### src/rtl/multichunk_addsub.sv
// multichunk_addsub: sequential adder-subtractor that handles WIDTH-bit
// operands in CHUNK-bit slices, one slice per cycle, with a registered carry
// between slices. Valid/ready handshake on both sides; zero and signed
// overflow flags are produced together with the final slice.
module multichunk_addsub #(
  parameter int WIDTH = 32,
  parameter int CHUNK = 8
) (
  input  logic             clk,
  input  logic             rst_n,
  input  logic             in_valid,
  output logic             in_ready,
  input  logic [WIDTH-1:0] a,
  input  logic [WIDTH-1:0] b,
  input  logic             mode,
  input  logic             cin,
  output logic             out_valid,
  input  logic             out_ready,
  output logic [WIDTH-1:0] result,
  output logic             cout,
  output logic             overflow,
  output logic             zero
);

  localparam int N  = WIDTH / CHUNK;
  localparam int KW = (N > 1) ? $clog2(N) : 1;

  typedef enum logic [1:0] {
    IDLE = 2'd0,
    CALC = 2'd1,
    DONE = 2'd2
  } state_t;

  state_t           state_reg, state_next;
  logic [WIDTH-1:0] a_reg, b_reg;
  logic [WIDTH-1:0] result_reg, result_next;
  logic             carry_reg;
  logic [KW-1:0]    k_reg;
  logic             cout_reg, overflow_reg, zero_reg;

  logic [CHUNK-1:0] a_slice [N];
  logic [CHUNK-1:0] b_slice [N];
  logic [CHUNK:0]   sum_full;
  logic             accept;
  logic             last_slice;

  // Split the operand registers into slices and build the result with the
  // current slice k replaced by the fresh sum (used both for the register
  // update and for the flags on the final slice).
  generate
    for (genvar gi = 0; gi < N; gi++) begin : g_slice
      assign a_slice[gi] = a_reg[gi*CHUNK +: CHUNK];
      assign b_slice[gi] = b_reg[gi*CHUNK +: CHUNK];
      assign result_next[gi*CHUNK +: CHUNK] =
        (k_reg == KW'(gi)) ? sum_full[CHUNK-1:0] : result_reg[gi*CHUNK +: CHUNK];
    end
  endgenerate

  // One CHUNK+1-bit slice sum; the top bit is the carry into the next slice.
  assign sum_full = {1'b0, a_slice[k_reg]} + {1'b0, b_slice[k_reg]}
                  + {{CHUNK{1'b0}}, carry_reg};

  assign accept     = in_valid && (state_reg == IDLE);
  assign last_slice = (k_reg == KW'(N - 1));

  // State register; reset forces IDLE immediately, discarding any operation.
  always_ff @(posedge clk or negedge rst_n) begin
    if (!rst_n) begin
      state_reg <= IDLE;
    end else begin
      state_reg <= state_next;
    end
  end

  // Next-state decode: IDLE -> CALC on acceptance, CALC -> DONE after the
  // last slice, DONE -> IDLE when the consumer takes the result.
  always_comb begin
    state_next = state_reg;
    case (state_reg)
      IDLE:    if (in_valid) state_next = CALC;
      CALC:    if (last_slice) state_next = DONE;
      DONE:    if (out_ready) state_next = IDLE;
      default: state_next = IDLE;
    endcase
  end

  // Datapath: capture operands (subtract as a + ~b + ~cin), then ripple one
  // slice per CALC cycle; flags are latched on the final slice only, so the
  // outputs stay frozen while DONE waits for the consumer.
  always_ff @(posedge clk or negedge rst_n) begin
    if (!rst_n) begin
      a_reg        <= '0;
      b_reg        <= '0;
      carry_reg    <= 1'b0;
      k_reg        <= '0;
      result_reg   <= '0;
      cout_reg     <= 1'b0;
      overflow_reg <= 1'b0;
      zero_reg     <= 1'b0;
    end else if (accept) begin
      a_reg     <= a;
      b_reg     <= b ^ {WIDTH{mode}};
      carry_reg <= cin ^ mode;
      k_reg     <= '0;
    end else if (state_reg == CALC) begin
      result_reg <= result_next;
      carry_reg  <= sum_full[CHUNK];
      k_reg      <= last_slice ? '0 : k_reg + 1'b1;
      if (last_slice) begin
        cout_reg     <= sum_full[CHUNK];
        overflow_reg <= (a_reg[WIDTH-1] == b_reg[WIDTH-1]) &&
                        (result_next[WIDTH-1] != a_reg[WIDTH-1]);
        zero_reg     <= (result_next == '0);
      end
    end
  end

  assign in_ready  = (state_reg == IDLE);
  assign out_valid = (state_reg == DONE);
  assign result    = result_reg;
  assign cout      = cout_reg;
  assign overflow  = overflow_reg;
  assign zero      = zero_reg;

endmodule

### config.mk
export PLATFORM = sky130hd
export DESIGN_NAME = multichunk_addsub
export DESIGN_NICKNAME = d
export VERILOG_FILES = /design/src/rtl/multichunk_addsub.sv
export SDC_FILE = /design/constraint.sdc
export NUM_CORES = 1
export LEC_CHECK = 0
export BUFFER_PORTS_ARGS = -buffer_cell sky130_fd_sc_hd__clkbuf_2
export CORE_ASPECT_RATIO = 1.5
export CORE_MARGIN = 2
export CORE_UTILIZATION = 40
export DETAILED_ROUTE_END_ITERATION = 8
export PLACE_DENSITY = 0.69
export REMOVE_ABC_BUFFERS = 1
export SLEW_MARGIN = 15
export SYNTH_ARGS = -nofsm -noshare
export SYNTH_HDL_FRONTEND = slang
export SYNTH_SLANG_ARGS = --single-unit
### constraint.sdc
create_clock -name clk -period 4.1 [get_ports clk]
set_clock_uncertainty 0.15 [all_clocks]
set_input_delay 0.615 -clock clk [delete_from_list [all_inputs] [get_ports clk]]
set_output_delay 0.615 -clock clk [all_outputs]
set_load 0.02 [all_outputs]
==> results by group <==
Drt
  – Routed via count: 3592
  – Routed WL per cell: 16.0 um
  – Post-Route WL: 11.1 mm
  – Antenna viol nets, final: 0
  – DR pass1 iterations: 4
  – Vias per cell: 5.16
  – Detailed router's first-iteration violation count: 172
  – Remaining DRCs: 0

Synthesis
  – Cell count after synthesis: 438
  – Yosys top cell area share: 51.9%
  – Post-synth EDFFs: 0
  – Post-synth top area cell: dfrtp_1
  – Mean Syn Cell Area: 11.5 sq um
  – Sequential area share after synthesis: 51.9%
  – Ys async rst share: 100%
  – Ys flop type: dfrtp_1
  – Yosys Warn Count: 0
  – Synth unique cells: 42
  – Top cells by area, synth: dfrtp_1, mux2_2, mux4_2
  – Yosys reg bits: 104
  – Synthesized area: 5020 sq um

Critical path
  – Reg2reg setup slack: 0.70 ns
  – Worst path max stage delay: 0.63 ns
  – Reg2reg path depth: 10
  – Worst setup path start: k_reg[0]
  – Critical Path Source Type: flip-flop
  – RR Startpoint: k_reg[0]
  – Top delay family on crit path: flip-flops
  – Critical path's slowest cell: dfrtp_1
  – Critical Path Sink: zero
  – CP Capture Type: flip-flop
  – FF-to-FF End: zero
  – Crit path max fanout: 8
  – Crit-path cells: mux4_2 > inv_1 > fa_1 > inv_1 > fa_1 > xnor2_1 > o2111ai_1 > nor4_1 > nand4_1 > o41ai_2
  – Worst path depth: 10
  – Category of the most critical setup path: flip-flop to flip-flop
  – Buf/Inv on CP: 2
  – WP data arrival: 3.50 ns
  – Critical Path RT: 4.20 ns

Power
  – PD cells: 1030 nW/um^2
  – Sequential fraction of design power: 30.7%
  – P_int: 3.41 mW
  – Pleak: 2.67 nW
  – Peak VDD IR: 0.000404 V
  – Clock power share: 13.0%
  – Combinational power share: 56.4%
  – Tot Pwr: 6.14 mW
  – Sw Ratio: 44.4%
  – Sw power: 2.73 mW

GRT
  – First-pass GRT wire length: 17.7 mm
  – Antenna violations before repair: 0
  – Gr ovfl total: 0
  – Largest net degree at the start of global routing: 85
  – Vias in the first global route: 3676
  – M1 GR Usage: 19.9%
  – Routing usage on met2: 31.2%
  – Tot GR Track Use: 17.2%
  – Met3 usage: 3.05%
  – Gr busiest metal: met2

Cells and area
  – Most common cell after layout, fill and taps aside: clkbuf_2
  – Fillers: 1152
  – Antenna cells: 0
  – Most frequent cells in the layout: clkbuf_2, dfrtp_1, nor2_1
  – Layout cells sized above 1: 33.7%
  – Storage element area: 2600 sq um
  – Area of the multi-input gates: 2260 sq um
  – Layout Cells excl Fill: 696
  – Nets@finish: 618
  – Final design instance area without fill: 5940 sq um
  – Synth-to-Final Area Change: 18.5%
  – Final Core Density: 48.0%

Timing
  – Final slew viol count: 0
  – Worst Setup Slack, final: 0.695 ns
  – Slew @ Worst Pin: 1.02 ns
  – Fmax: 0.294 GHz
  – WHS: 0.262 ns
  – Fin Setup TNS: 0 ns
  – RSZ-0062 raised after global routing: no
  – Setup Viol. Count Final: 0
  – Normalized max-slew margin: 31.9%
  – Fin crit period: 3.40 ns
  – Fin crit share: 83.0%
  – Count of final hold-check violations: 0

Clock tree
  – Num CTS Buffers: 9
  – Clk sinks: 104
  – CTS tree: done
  – Worst-Skew Late Latency: 0.35 ns
  – Hold buffers post-CTS: 0
  – CTS clk-pin slew, worst paths: 0.07 ns
  – Clock Path Buffers: 2
  – H-tree depth: 3
  – Resized cells post-CTS: 0
  – Setup bufs post-CTS: 0
  – Root Driver: clkbuf_16

Floorplan
  – Rows: 50
  – Core area: 12400 sq um
  – Die Wd: 95.4 um
  – IO Pins: 107
  – Die height: 141 um
  – Die footprint: 13500 sq um
  – Initial Util: 40.5%

Placement
  – Final HPWL DP: 8.31 mm
  – Routability cong.: 0.851
  – Placed cell area: 5670 sq um
  – PortBufs: 106
  – Placed insts: 680
  – Pre-CTS WS: 0.667 ns

Worst hold path
  – HP Class: primary input to asynchronous set/reset pin

Status
  – Outcome: complete, no violations

Flow run
  – Max-cap violations: 0
## Yosys cell counts (all sizes together), types with 2 or more instances
library cell	count
dfrtp	104
nor2	45
a21oi	41
nand2	39
xnor2	36
mux2	35
o21ai	29
mux4	16
buf	15
clkbuf	11
ha	11
inv	10
nor4	6
nor2b	4
o31ai	4
a211oi	3
a21o	3
a22o	2
a31oi	2
and2	2
fa	2
nand4	2
## cell type report
cell class                 instances  area share [%]
sequential                       104            43.8
clock buffer                      10            3.85
clock inverter                     6           0.758
timing repair buffer             112            9.72
tap                              156            3.28
multi-input combinational        298            38.0
inverter                          10           0.631
## how the worst min path moves through the flow
stage               slack (ns)        from    endpoint
detailed placement        0.32  result[25]  result[25]
CTS                       0.33       rst_n   a_reg[27]
finish                    0.26       rst_n   a_reg[19]
global route              0.34       a[21]   a_reg[21]
floorplan                 0.17       rst_n    a_reg[0]
global placement          0.31  result[24]  result[24]
## power groups by stage
stage          registers [mW]  clock network (mW)  logic [mW]
6_report                 1.88               0.797        3.46
3_5_place_dp             1.91                   0        3.45
4_1_cts                  1.89               0.817        3.48
2_1_floorplan            2.03                   0        2.36
3_3_place_gp             1.87                   0        3.37
5_1_grt                  1.95               0.849        3.85
## cells by family (layout without fill, tap and decap cells)
logic type / after synthesis / count (layout) / synth area share [%]
flops: 104 / 104 / 51.9
simple gates: 103 / 103 / 8.73
compound gates: 93 / 93 / 11.0
mux: 52 / 52 / 15.2
xor+xnor: 37 / 37 / 6.46
buf+inv: 36 / 138 / 3.17
fa+ha+maj: 13 / 13 / 3.54
## worst register-to-register path, delay by kind of cell, from the launching register on
| kind | cells | cell delay [ns] |
|---|---|---|
| simple gates | 2 | 0.52 |
| flops | 1 | 0.63 |
| mux | 1 | 0.57 |
| compound gates | 2 | 0.41 |
| buf+inv | 2 | 0.14 |
| xor+xnor | 1 | 0.32 |
| fa+ha+maj | 2 | 0.57 |
## per-layer routing
| layer | vias to the layer above | share of wire [%] |
|---|---|---|
| met5 | - | 0 |
| met4 | 0 | 2.1 |
| met3 | 16 | 3.5 |
| met2 | 82 | 54 |
| met1 | 1763 | 40 |
| li1 | 1731 | - |
No activity file was read; power rests on OpenSTA's default activity.
